### config.mk
export PLATFORM = sky130hd
export DESIGN_NAME = imm_gen_stage_flat
export DESIGN_NICKNAME = d
export VERILOG_FILES = /design/src/rtl/imm_gen_stage_if.sv /design/src/rtl/imm_gen_stage.sv /design/src/flat_wrapper.sv
export SDC_FILE = /design/constraint.sdc
export NUM_CORES = 1
export LEC_CHECK = 0
export CELL_PAD_IN_SITES_DETAIL_PLACEMENT = 0
export CELL_PAD_IN_SITES_GLOBAL_PLACEMENT = 1
export CORE_ASPECT_RATIO = 0.8
export CORE_MARGIN = 2
export CORE_UTILIZATION = 44
export CTS_BUF_LIST = sky130_fd_sc_hd__clkbuf_2 sky130_fd_sc_hd__clkbuf_4 sky130_fd_sc_hd__clkbuf_8
export CTS_CLUSTER_DIAMETER = 150
export DETAILED_ROUTE_END_ITERATION = 7
export PLACE_DENSITY_LB_ADDON = 0.1
export SETUP_SLACK_MARGIN = 0.02
export SYNTH_ARGS = -nofsm -noshare
export SYNTH_HDL_FRONTEND = slang
export SYNTH_SLANG_ARGS = --single-unit
### constraint.sdc
create_clock -name clk -period 9.6 [get_ports clk]
set_input_delay 1.92 -clock clk [delete_from_list [all_inputs] [get_ports clk]]
set_output_delay 1.92 -clock clk [all_outputs]
set_load 0.02 [all_outputs]
### src/rtl/imm_gen_stage_if.sv
// rtl/imm_gen_stage_if.sv - handshake and result bundle for the immediate-generation stage
interface imm_gen_stage_if #(
    parameter int XLEN  = 32,
    parameter int CNT_W = 16
);
    logic             in_valid;
    logic             in_ready;
    logic [31:0]      inst_code;
    logic [XLEN-1:0]  in_pc;
    logic             out_valid;
    logic             out_ready;
    logic [XLEN-1:0]  imm_out;
    logic [2:0]       fmt;
    logic             illegal;
    logic [XLEN-1:0]  target;
    logic             clr_cnt;
    logic [CNT_W-1:0] ill_cnt;

    modport master (
        output in_valid, inst_code, in_pc, out_ready, clr_cnt,
        input  in_ready, out_valid, imm_out, fmt, illegal, target, ill_cnt
    );

    modport slave (
        input  in_valid, inst_code, in_pc, out_ready, clr_cnt,
        output in_ready, out_valid, imm_out, fmt, illegal, target, ill_cnt
    );
endinterface

### src/rtl/imm_gen_stage.sv
// rtl/imm_gen_stage.sv - registered RISC-V immediate decode with skid buffer and illegal counter
module imm_gen_stage #(
    parameter int XLEN  = 32,
    parameter int CNT_W = 16
) (
    input  logic          clk,
    input  logic          reset,
    imm_gen_stage_if.slave bus
);
    localparam logic [2:0] FMT_I   = 3'd0;
    localparam logic [2:0] FMT_S   = 3'd1;
    localparam logic [2:0] FMT_B   = 3'd2;
    localparam logic [2:0] FMT_U   = 3'd3;
    localparam logic [2:0] FMT_J   = 3'd4;
    localparam logic [2:0] FMT_R   = 3'd5;
    localparam logic [2:0] FMT_ILL = 3'd7;

    logic [31:0]     inst;
    logic [XLEN-1:0] dec_imm;
    logic [XLEN-1:0] dec_tgt;
    logic [2:0]      dec_fmt;

    assign inst = bus.inst_code;

    // Size casts of signed slices do the sign extension up to XLEN.
    always_comb begin
        dec_fmt = FMT_ILL;
        dec_imm = '0;
        case (inst[6:0])
            7'b0000011, 7'b0010011, 7'b1100111, 7'b1110011, 7'b0001111: begin
                dec_fmt = FMT_I;
                dec_imm = XLEN'($signed(inst[31:20]));
            end
            7'b0011011: begin
                if (XLEN == 64) begin
                    dec_fmt = FMT_I;
                    dec_imm = XLEN'($signed(inst[31:20]));
                end
            end
            7'b0100011: begin
                dec_fmt = FMT_S;
                dec_imm = XLEN'($signed({inst[31:25], inst[11:7]}));
            end
            7'b1100011: begin
                dec_fmt = FMT_B;
                dec_imm = XLEN'($signed({inst[31], inst[7], inst[30:25], inst[11:8], 1'b0}));
            end
            7'b0110111, 7'b0010111: begin
                dec_fmt = FMT_U;
                dec_imm = XLEN'($signed({inst[31:12], 12'b0}));
            end
            7'b1101111: begin
                dec_fmt = FMT_J;
                dec_imm = XLEN'($signed({inst[31], inst[19:12], inst[20], inst[30:21], 1'b0}));
            end
            7'b0110011: dec_fmt = FMT_R;
            7'b0111011: begin
                if (XLEN == 64) dec_fmt = FMT_R;
            end
            default: ;
        endcase
    end

    assign dec_tgt = bus.in_pc + dec_imm;

    logic             m_valid, s_valid;
    logic [XLEN-1:0]  m_imm, s_imm, m_tgt, s_tgt;
    logic [2:0]       m_fmt, s_fmt;
    logic [CNT_W-1:0] cnt;
    logic             accept, m_free;

    assign accept = bus.in_valid && !s_valid;
    assign m_free = !m_valid || bus.out_ready;

    // Accept is impossible while S is occupied, so S never loads while draining.
    always_ff @(posedge clk or posedge reset) begin
        if (reset) begin
            m_valid <= 1'b0;
            m_imm   <= '0;
            m_tgt   <= '0;
            m_fmt   <= FMT_I;
            s_valid <= 1'b0;
            s_imm   <= '0;
            s_tgt   <= '0;
            s_fmt   <= FMT_I;
        end else if (m_free) begin
            if (s_valid) begin
                m_valid <= 1'b1;
                m_imm   <= s_imm;
                m_tgt   <= s_tgt;
                m_fmt   <= s_fmt;
                s_valid <= 1'b0;
            end else if (accept) begin
                m_valid <= 1'b1;
                m_imm   <= dec_imm;
                m_tgt   <= dec_tgt;
                m_fmt   <= dec_fmt;
            end else begin
                m_valid <= 1'b0;
            end
        end else if (accept) begin
            s_valid <= 1'b1;
            s_imm   <= dec_imm;
            s_tgt   <= dec_tgt;
            s_fmt   <= dec_fmt;
        end
    end

    always_ff @(posedge clk or posedge reset) begin
        if (reset) begin
            cnt <= '0;
        end else if (bus.clr_cnt) begin
            cnt <= '0;
        end else if (m_valid && bus.out_ready && (m_fmt == FMT_ILL) && (cnt != {CNT_W{1'b1}})) begin
            cnt <= cnt + 1'b1;
        end
    end

    assign bus.in_ready  = !s_valid;
    assign bus.out_valid = m_valid;
    assign bus.imm_out   = m_imm;
    assign bus.fmt       = m_fmt;
    assign bus.illegal   = (m_fmt == FMT_ILL);
    assign bus.target    = m_tgt;
    assign bus.ill_cnt   = cnt;
endmodule

### src/flat_wrapper.sv
// flat-port wrapper written by rule: the top's interface ports become plain ports
module imm_gen_stage_flat 
#(
    parameter int XLEN  = 32,
    parameter int CNT_W = 16
)
  (clk, reset, bus_in_valid, bus_inst_code, bus_in_pc, bus_out_ready, bus_clr_cnt, bus_in_ready, bus_out_valid, bus_imm_out, bus_fmt, bus_illegal, bus_target, bus_ill_cnt);
  imm_gen_stage_if #(.XLEN(XLEN), .CNT_W(CNT_W)) bus_i ();
  input  logic clk;
  input  logic reset;
  input wire logic [$bits(bus_i.in_valid)-1:0] bus_in_valid;
  input wire logic [$bits(bus_i.inst_code)-1:0] bus_inst_code;
  input wire logic [$bits(bus_i.in_pc)-1:0] bus_in_pc;
  input wire logic [$bits(bus_i.out_ready)-1:0] bus_out_ready;
  input wire logic [$bits(bus_i.clr_cnt)-1:0] bus_clr_cnt;
  output wire logic [$bits(bus_i.in_ready)-1:0] bus_in_ready;
  output wire logic [$bits(bus_i.out_valid)-1:0] bus_out_valid;
  output wire logic [$bits(bus_i.imm_out)-1:0] bus_imm_out;
  output wire logic [$bits(bus_i.fmt)-1:0] bus_fmt;
  output wire logic [$bits(bus_i.illegal)-1:0] bus_illegal;
  output wire logic [$bits(bus_i.target)-1:0] bus_target;
  output wire logic [$bits(bus_i.ill_cnt)-1:0] bus_ill_cnt;
  assign bus_i.in_valid = bus_in_valid;
  assign bus_i.inst_code = bus_inst_code;
  assign bus_i.in_pc = bus_in_pc;
  assign bus_i.out_ready = bus_out_ready;
  assign bus_i.clr_cnt = bus_clr_cnt;
  assign bus_in_ready = bus_i.in_ready;
  assign bus_out_valid = bus_i.out_valid;
  assign bus_imm_out = bus_i.imm_out;
  assign bus_fmt = bus_i.fmt;
  assign bus_illegal = bus_i.illegal;
  assign bus_target = bus_i.target;
  assign bus_ill_cnt = bus_i.ill_cnt;
  imm_gen_stage #(.XLEN(XLEN), .CNT_W(CNT_W)) u_core (.clk(clk), .reset(reset), .bus(bus_i));
endmodule
# After elaboration in Yosys (flattened, before gate mapping)

Cells that the tools add are included.

Bits in registers: 152
Input port bits: 69
Logic and storage cells: 53
Output and inout bits: 86

Add/sub/neg operators: 2
Bitwise logic cells: 1
Eq/ne operators: 13
Reductions and logical operators: 14
Muxes and demuxes: 14

Operator list:

| kind                                           | number |
|---|---|
| case mux 32 bit (5 select lines)               | 1 |
| 2-to-1 mux 32 bit                              | 4 |
| adder 32 bit                                   | 1 |
| 2-to-1 mux 16 bit                              | 2 |
| == test 7 bit (second input constant)          | 4 |
| == test 7 x 6 -> 1 bit (second input constant) | 3 |
| case mux 3 bit (6 select lines)                | 1 |
| adder 16 x 1 -> 16 bit (second input constant) | 1 |
| inequality test 16 bit (second input constant) | 1 |
| == test 7 x 5 -> 1 bit (second input constant) | 2 |
| == test 7 x 2 -> 1 bit (second input constant) | 1 |
| == test 7 x 4 -> 1 bit (second input constant) | 1 |
| 2-to-1 mux 3 bit                               | 2 |
| nonzero test 2 bit                             | 3 |
| OR reduction 5 bit                             | 1 |
| logical AND 1 bit                              | 4 |
| 2-to-1 mux 1 bit                               | 4 |
| AND reduction 2 bit                            | 2 |
| == test 3 bit (second input constant)          | 1 |
| logical NOT 1 bit                              | 2 |
| OR reduction 2 bit                             | 1 |
| logical OR 1 bit                               | 1 |
| NOT 1 bit                                      | 1 |

# Longest topological paths before layout

Gate-level depths: netlist (run 1).

Word-level depth: 6
Depth in mapped cells: 16
Gate-level depth less buffers: 15

# Worst setup path before layout (run 1)

Ideal clock, no wire load.

Path type: input to register
Start point: input port bus_inst_code[3]
End point: register u_core.s_tgt[30]
Required time: 9463 ps
Slack: 4433 ps
Stages on the path: 16
Library setup time: 137 ps
Path buffers: 1
Data arrival time: 5030 ps
Path through: buf_2 nor2_1 nor4b_4 and2b_1 a22oi_1 inv_1 ha_1 inv_1 fa_1 nor2b_1 o211ai_1 a211oi_1 o21bai_1 a211oi_2 mux2i_1 o22ai_1

Cells in the longest elaborated chain, start to end: 4
Elaborated cells on any way between the ends: 14
Those cells by class: add/sub: 1; eq/ne: 10; mux: 1; reduce/logical: 2

RTL lines:

| item                                                     | line                 | RTL |
|---|---|---|
| start, declared                                          | flat_wrapper.sv:12   | `input wire logic [$bits(bus_i.inst_code)-1:0] bus_inst_code;` |
| == test 7 x 2 -> 1 bit (tied with other cells)           | imm_gen_stage.sv:29  | `case (inst[6:0])` |
| OR reduction 5 bit or OR reduction 2 bit (tied branches) | imm_gen_stage.sv:29  |  |
| case mux 32 bit (5 select lines) (*)                     | imm_gen_stage.sv:29  |  |
| named net u_core.dec_imm[0]                              | imm_gen_stage.sv:19  | `logic [XLEN-1:0] dec_imm;` |
| adder 32 bit (*)                                         | imm_gen_stage.sv:64  | `assign dec_tgt = bus.in_pc + dec_imm;` |
| end signal, assigned                                     | imm_gen_stage.sv:104 | `s_tgt <= dec_tgt;` |
| end, declared                                            | imm_gen_stage.sv:67  | `logic [XLEN-1:0] m_imm, s_imm, m_tgt, s_tgt;` |

Mark *: on every way through the listed nets, which the timed path passes. The rest lies on a longest branch.
A chain may end at the register's enable or synchronous reset.

# Final worst setup path (run 1)

Start point: input port bus_inst_code[2]
End point: register u_core.s_tgt[30]

The elaborated chain is that of the path after synthesis.

==> impl_metrics.csv, run 1 <==
group,metric,value,unit
run_status,status,"complete, no violations",
logic_synthesis,yosys_most_used_dff,"dfrtp_1",
logic_synthesis,synth.distinct_cells,66,
floorplan,die_h,130.2,µm
logic_synthesis,synth_most_common_cell,"nand2_1",
worst_setup_path,setup.worst_path.end_class,"register",
cts,cts_max_level,4,
final_layout,final_cell_area,10830,µm²
worst_hold_path,min_from,"u_core.s_imm[23]",
power_and_ir_drop,p_leak,4.809,nW
cts,cts.path.max_buffers,2,
cts,root_buffer,"clkbuf_8",
route,drt-total-wl,25430,µm
worst_setup_path,crit_fanout,12,
route,dr.pass1.iters,5,
cts,insertion_delay,0.46,ns
grt,grt.total_usage,24.41,%
power_and_ir_drop,p_per_area,155.6,nW/µm²
cts,cts.clk_slew.worst_paths,0.09,ns
sta,worstMarginPinSlew,1.043,ns
sta,setup_tns,0,ns
worst_setup_path,slowest_delay,0.59,ns
sta,slew_viol_final,0,
sta,slew_headroom,30.50,%
floorplan,rows,46,
logic_synthesis,synthTopCellsByCount,"nand2_1 (166), dfrtp_1 (152), o21ai_0 (128)",
cts,cts_setup_buffers,0,
grt,overflow,0,
sta,setup_violations,0,
worst_hold_path,hold_path.class,"reg2reg",
worst_hold_path,hold_end,"u_core.s_imm[23]",
cts,clkSinkCount,152,
final_layout,drive_gt1_share,5.857,%
place,place.gp.congestion,0.9079,
sta,period_minus_slack,5.889,ns
place,dpl_cell_area,10450,µm²
floorplan,io_pins,155,
grt,grt_pass1_vias,7123,
route,drtAntennaViolNets,0,
route,via_per_inst,5.485,
worst_setup_path,r2r_start,"u_core.s_valid",
sta,hold_viol,0,
worst_setup_path,path_cells,"clkdlybuf4s50_1 -> nor2_1 -> nor4b_4 -> and2b_1 -> a22oi_1 -> inv_1 -> ha_1 -> inv_1 -> fa_1 -> nor2b_1 -> o211ai_1 -> a211oi_1 -> o21bai_1 -> a211oi_2 -> mux2i_1 -> o22ai_1",
sta,fmax,169.8,MHz
route,vias,7723,
place,dp_hpwl,18120,µm
logic_synthesis,syn_area_per_cell,8.606,µm²
logic_synthesis,synth_top_cell_area_share,43.42,%
logic_synthesis,ys_seq_area_share,43.42,%
cts,ctsResizeCount,0,
power_and_ir_drop,ir_worst_vdd,0.08137,mV
place,portBuffers,154,
grt,grt_max_degree,112,
worst_hold_path,min_path_cells,2,
logic_synthesis,synth-seq-cells,152,
flow_run,cap_violations,0,
floorplan,core_area,19680,µm²
logic_synthesis,synth_warnings,0,
worst_setup_path,crit_top_cell,"inv_1",
cts,cts_tree,"done",
logic_synthesis,synth_fp_nets,1120,
sta,rsz0062_at_grt,"false",
logic_synthesis,synth_edf_count,0,
route,avgRoutedWirePerCell,18.06,µm
route,initialDrtViolationCount,543,
grt,antenna_found_initial,0,
floorplan,die_area,21060,µm²
grt,grt_pass1_wl,39840,µm
logic_synthesis,syn_area,8761,µm²
worst_setup_path,cp.required,9.89,ns
logic_synthesis,syn_inst,1018,
worst_setup_path,ff2ff_setup_slack,6.35,ns
floorplan,start_util,44.51,%
worst_setup_path,arrival,6.18,ns
worst_setup_path,worstSetupStartpointType,"primary input",
cts,cts_hold_buf,0,
final_layout,area_growth,23.64,%
worst_setup_path,worstRegToRegCells,5,
sta,period_share,61.34,%
worst_setup_path,critPathKind,"in2reg",
logic_synthesis,synth_top_area_cell,"dfrtp_1",
final_layout,nNetsFinal,1233,
worst_setup_path,cpMaxStageDelayCell,"clkdlybuf4s50_1",
sta,finalClockSkew,0.01209,ns
final_layout,diodes,0,
cts,cts-buffers-inserted,17,
logic_synthesis,synth_area_leaders,"dfrtp_1 (43%), o21ai_0 (7.3%), nand2_1 (7.1%)",
logic_synthesis,synth_async_sr_flop_share,100.0,%
worst_setup_path,reg2reg_to,"u_core.bus.target[24]",
route,drc,0,
floorplan,die_w,161.8,µm
-- kinds of logic after synthesis --
logic type	after synthesis	synth area share, %
buffers and inverters	93	4.056
AOI/OAI and AO/OA	336	23.15
DFF	152	43.42
xor gates and xnor gates	44	4.399
muxes	26	3.113
adders and majority gates	33	4.799
and+or+nand+nor	334	17.07
-- critical path: cells and delay by family --
family | cells | cell delay, ns
buffers and inverters | 3 | 0.73
adders and majority gates | 2 | 0.56
AOI/OAI and AO/OA | 6 | 1.33
muxes | 1 | 0.27
and+or+nand+nor | 4 | 1.37
-- layout make-up --
cell class | count | area, µm²
fill | 1903 | 8852
multi-input combinational | 773 | 4619
sequential | 152 | 3805
timing repair buffer | 160 | 1587
tap | 264 | 330.3
clock buffer | 18 | 247.7
clock inverter | 14 | 136.4
inverter | 27 | 106.4
-- state kept, by name (all words and copies together) (netlist names) --
name / flops
u_core.bus.imm_out: 32
u_core.bus.target: 32
u_core.s_imm: 32
u_core.s_tgt: 32
u_core.bus.ill_cnt: 16
u_core.bus.fmt: 3
u_core.s_fmt: 3
u_core.bus.out_valid: 1
u_core.s_valid: 1
-- per-stage QoR --
step	hold WS, ns	power [mW]	cells	worst slack, ns	utilization [%]
2_1_floorplan	0.4404	1.020	1018	3.587	-
3_3_place_gp	0.4533	1.208	1376	3.360	53.08
3_5_place_dp	0.4578	1.213	1376	3.279	53.08
4_1_cts	0.4816	1.704	1408	3.752	55.03
5_1_grt	0.5027	1.778	1408	3.434	55.03
6_report	0.4775	1.686	1408	3.711	55.03
-- cells in the final DEF (no fill, tap or decap), types with 9 or more instances in the layout --
cell             Yosys  final
nand2_1            166    166
clkdlybuf4s50_1      0    154
dfrtp_1            152    151
o21ai_0            128    127
a21oi_1             89     89
nor2_1              80     80
ha_1                32     32
xor2_1              29     29
inv_1               26     25
o21a_1              20     19
clkbuf_8             0     18
a21o_1              16     16
mux2i_1             16     16
nand4_1             15     15
xnor2_1             15     15
nand3_1             15     15
and3_1              13     13
a22oi_1             12     12
o22ai_1             11     11
mux2_2              10     10
nor3_1               9      9
a211oi_1             9      9
o21bai_1             9      9
-- routing by layer --
layer  part of all wire [%]  track usage [%]  vias to the layer above
met5                      0                0                        -
li1                       -                -                     3816
met2                     44            37.65                      171
met4                    1.0            4.945                        0
met1                     50            35.99                     3718
met3                    4.4            4.673                       18
-- where the power goes --
part / switching [mW] / internal (mW)
Combinational: 0.245 / 0.183
Clock: 0.270 / 0.218
Sequential: 0.0466 / 0.723
Total: 0.562 / 1.12
-- worst max-delay path by stage --
stage                     startpoint               endpoint  depth (start not counted)
floorplan                      reset      u_core.bus.fmt[0]                          1
global placement    bus_inst_code[4]       u_core.s_tgt[31]                         15
detailed placement  bus_inst_code[2]  u_core.bus.target[30]                         16
CTS                 bus_inst_code[2]       u_core.s_tgt[30]                         16
global route        bus_inst_code[2]       u_core.s_tgt[31]                         15
finish              bus_inst_code[2]       u_core.s_tgt[30]                         16
Note: power is estimated with default switching activity, not from simulation.
==> inputs of run 2 (changes only) <==
--- a/config.mk
+++ b/config.mk
@@ -9,7 +9,7 @@
 export CELL_PAD_IN_SITES_GLOBAL_PLACEMENT = 1
 export CORE_ASPECT_RATIO = 0.8
 export CORE_MARGIN = 2
-export CORE_UTILIZATION = 44
+export CORE_UTILIZATION = 41
 export CTS_BUF_LIST = sky130_fd_sc_hd__clkbuf_2 sky130_fd_sc_hd__clkbuf_4 sky130_fd_sc_hd__clkbuf_8
 export CTS_CLUSTER_DIAMETER = 150
 export DETAILED_ROUTE_END_ITERATION = 7
==> constraint.sdc (replaced) <==
create_clock -name clk -period 5.83 [get_ports clk]
set_input_delay 1.166 -clock clk [delete_from_list [all_inputs] [get_ports clk]]
set_output_delay 1.166 -clock clk [all_outputs]
set_load 0.02 [all_outputs]
==> impl_metrics.csv, run 2 (synthesis gave the netlist of run 1 again) <==
group,metric,value,unit
cts,cts.path.max_buffers,2,
cts,insertion_delay,0.46,ns
worst_setup_path,critPathKind,"in2reg",
power_and_ir_drop,p_total,2.883,mW
final_layout,drive_gt1_share,6.261,%
sta,finalClockSkew,0.01393,ns
sta,whs,0.4782,ns
route,avgRoutedWirePerCell,18.27,µm
grt,grt_max_degree,106,
power_and_ir_drop,switching_power,944.6,µW
floorplan,die_h,134.7,µm
cts,cts_hold_buf,0,
worst_setup_path,slowest_delay,0.81,ns
power_and_ir_drop,power.internal,1.939,mW
power_and_ir_drop,seq_power_share,44.0,%
grt,grt.total_usage,23.30,%
cts,cts_max_level,4,
power_and_ir_drop,pwr-share-clk,31.4,%
cts,ctsResizeCount,0,
route,drtAntennaViolNets,0,
worst_setup_path,cpMaxStageDelayCell,"clkdlybuf4s50_1",
cts,cts_setup_buffers,0,
final_layout,nNetsFinal,1239,
worst_setup_path,cp.required,6.15,ns
sta,hold_viol,0,
sta,worstMarginPinSlew,1.039,ns
route,dr.pass1.iters,7,
final_layout,final_common_cell,"nand2_1",
cts,cts_tree,"done",
worst_setup_path,crit_fanout,13,
worst_setup_path,path_buf_inv,2,
grt,antenna_found_initial,0,
power_and_ir_drop,pwr-share-comb,24.6,%
route,vias,7816,
power_and_ir_drop,ir_worst_vdd,0.1417,mV
floorplan,io_pins,155,
power_and_ir_drop,p_sw_share,32.76,%
worst_setup_path,critical-path-top-delay-family,"simple AND/OR/NAND/NOR gates",
grt,grt_pass1_wl,40940,µm
worst_setup_path,setup.worst_path.end_class,"register",
route,initialDrtViolationCount,572,
flow_run,cap_violations,0,
route,drc,12,
sta,slew_viol_final,0,
place,place.gp.congestion,0.9234,
final_layout,area_growth,24.96,%
floorplan,start_util,42.08,%
sta,slew_headroom,30.75,%
cts,root_buffer,"clkbuf_8",
worst_setup_path,crit_top_cell,"o21ai_0",
route,drt-total-wl,25920,µm
worst_setup_path,path_cells,"clkdlybuf4s50_1 -> and3b_1 -> and3_1 -> or3_4 -> o21ai_0 -> o41a_1 -> inv_1 -> ha_1 -> nand2_1 -> nor3_1 -> nand4_1 -> a31oi_1 -> a21oi_1 -> xor2_1 -> o21ai_0",
grt,overflow,0,
floorplan,core_area,20820,µm²
route,via_per_inst,5.508,
cts,cts.clk_slew.worst_paths,0.10,ns
run_status,violations,"DRC",
worst_setup_path,arrival,5.32,ns
power_and_ir_drop,p_per_area,263.4,nW/µm²
run_status,status,"finished, violations left",
sta,rsz0062_at_grt,"false",
sta,setup_tns,0,ns
place,dp_hpwl,18710,µm
sta,period_minus_slack,5.002,ns
sta,fmax,199.9,MHz
cts,clkSinkCount,152,
floorplan,die_area,22560,µm²
grt,grt_pass1_vias,7363,
power_and_ir_drop,p_leak,4.878,nW
worst_setup_path,worstSetupStartpointType,"primary input",
final_layout,diodes,0,
worst_hold_path,hold_path.class,"reg2reg",
place,portBuffers,154,
sta,period_share,85.80,%
sta,setup_violations,0,
cts,cts-buffers-inserted,17,
floorplan,die_w,167.4,µm
floorplan,rows,47,
final_layout,fillers,2003,
final_layout,final_cell_mix,"nand2_1 (166), clkdlybuf4s50_1 (154), dfrtp_1 (151)",
[run 2: worst register-to-register path: cells and delay by family, from the launching register on]
family                 cells  cell delay [ns]
flip-flops                 1             0.41
buffers and inverters      2             0.83
multiplexers               1             0.13
AO/OA/AOI/OAI              1             0.85
AND/OR/NAND/NOR            3             0.50
[run 2: path summary, 6_finish.rpt]
check | start | slack (ns) | to | cells past startpoint
setup / recovery | bus_inst_code[4] | 0.83 | u_core.bus.target[21] | 15
hold / removal | u_core.s_tgt[17] | 0.48 | u_core.s_tgt[17] | 2
setup reg to reg | u_core.s_valid | 3.00 | u_core.bus.target[26] | 7
hold reg to reg | u_core.s_tgt[17] | 0.48 | u_core.s_tgt[17] | 2
max in group asynchronous | reset | 3.54 | u_core.s_tgt[15] | 3
min in group asynchronous | reset | 1.25 | u_core.bus.target[8] | 2
[run 2: power by group through the flow]
stage | logic (mW) | registers (mW) | clock network, mW
after floorplan | 0.316 | 1.36 | 0
after global placement | 0.707 | 1.29 | 0
after detailed placement | 0.711 | 1.29 | 0
after CTS | 0.713 | 1.27 | 0.927
after global routing | 0.774 | 1.29 | 0.969
final | 0.708 | 1.27 | 0.906
[run 2: cell type report]
class / count / area, µm² / share of cell area (%)
sequential: 152 / 3805 / 34.75
clock buffer: 17 / 234.0 / 2.137
tap: 269 / 336.6 / 3.074
inverter: 27 / 106.4 / 0.9714
timing repair buffer: 166 / 1644 / 15.02
multi-input combinational: 773 / 4618 / 42.18
clock inverter: 15 / 203.9 / 1.863
[run 2: layer usage]
layer,up-vias,track usage [%],routed length [µm]
li1,3825,-,-
met1,3750,35.14,12960
met2,219,34.79,11310
met3,22,3.693,1231
met4,0,6.329,416
met5,-,0,0
[run 2: stage by stage]
| stage | utilization, % | cell area [µm²] | cells | setup WS [ns] |
|---|---|---|---|---|
| 2_1_floorplan | - | 8761 | 1018 | 0.5709 |
| 3_3_place_gp | 50.49 | 10510 | 1387 | 0.5335 |
| 3_5_place_dp | 50.49 | 10510 | 1387 | 0.4390 |
| 4_1_cts | 52.59 | 10950 | 1419 | 0.9205 |
| 5_1_grt | 52.59 | 10950 | 1419 | 0.4721 |
| 6_report | 52.59 | 10950 | 1419 | 0.8278 |
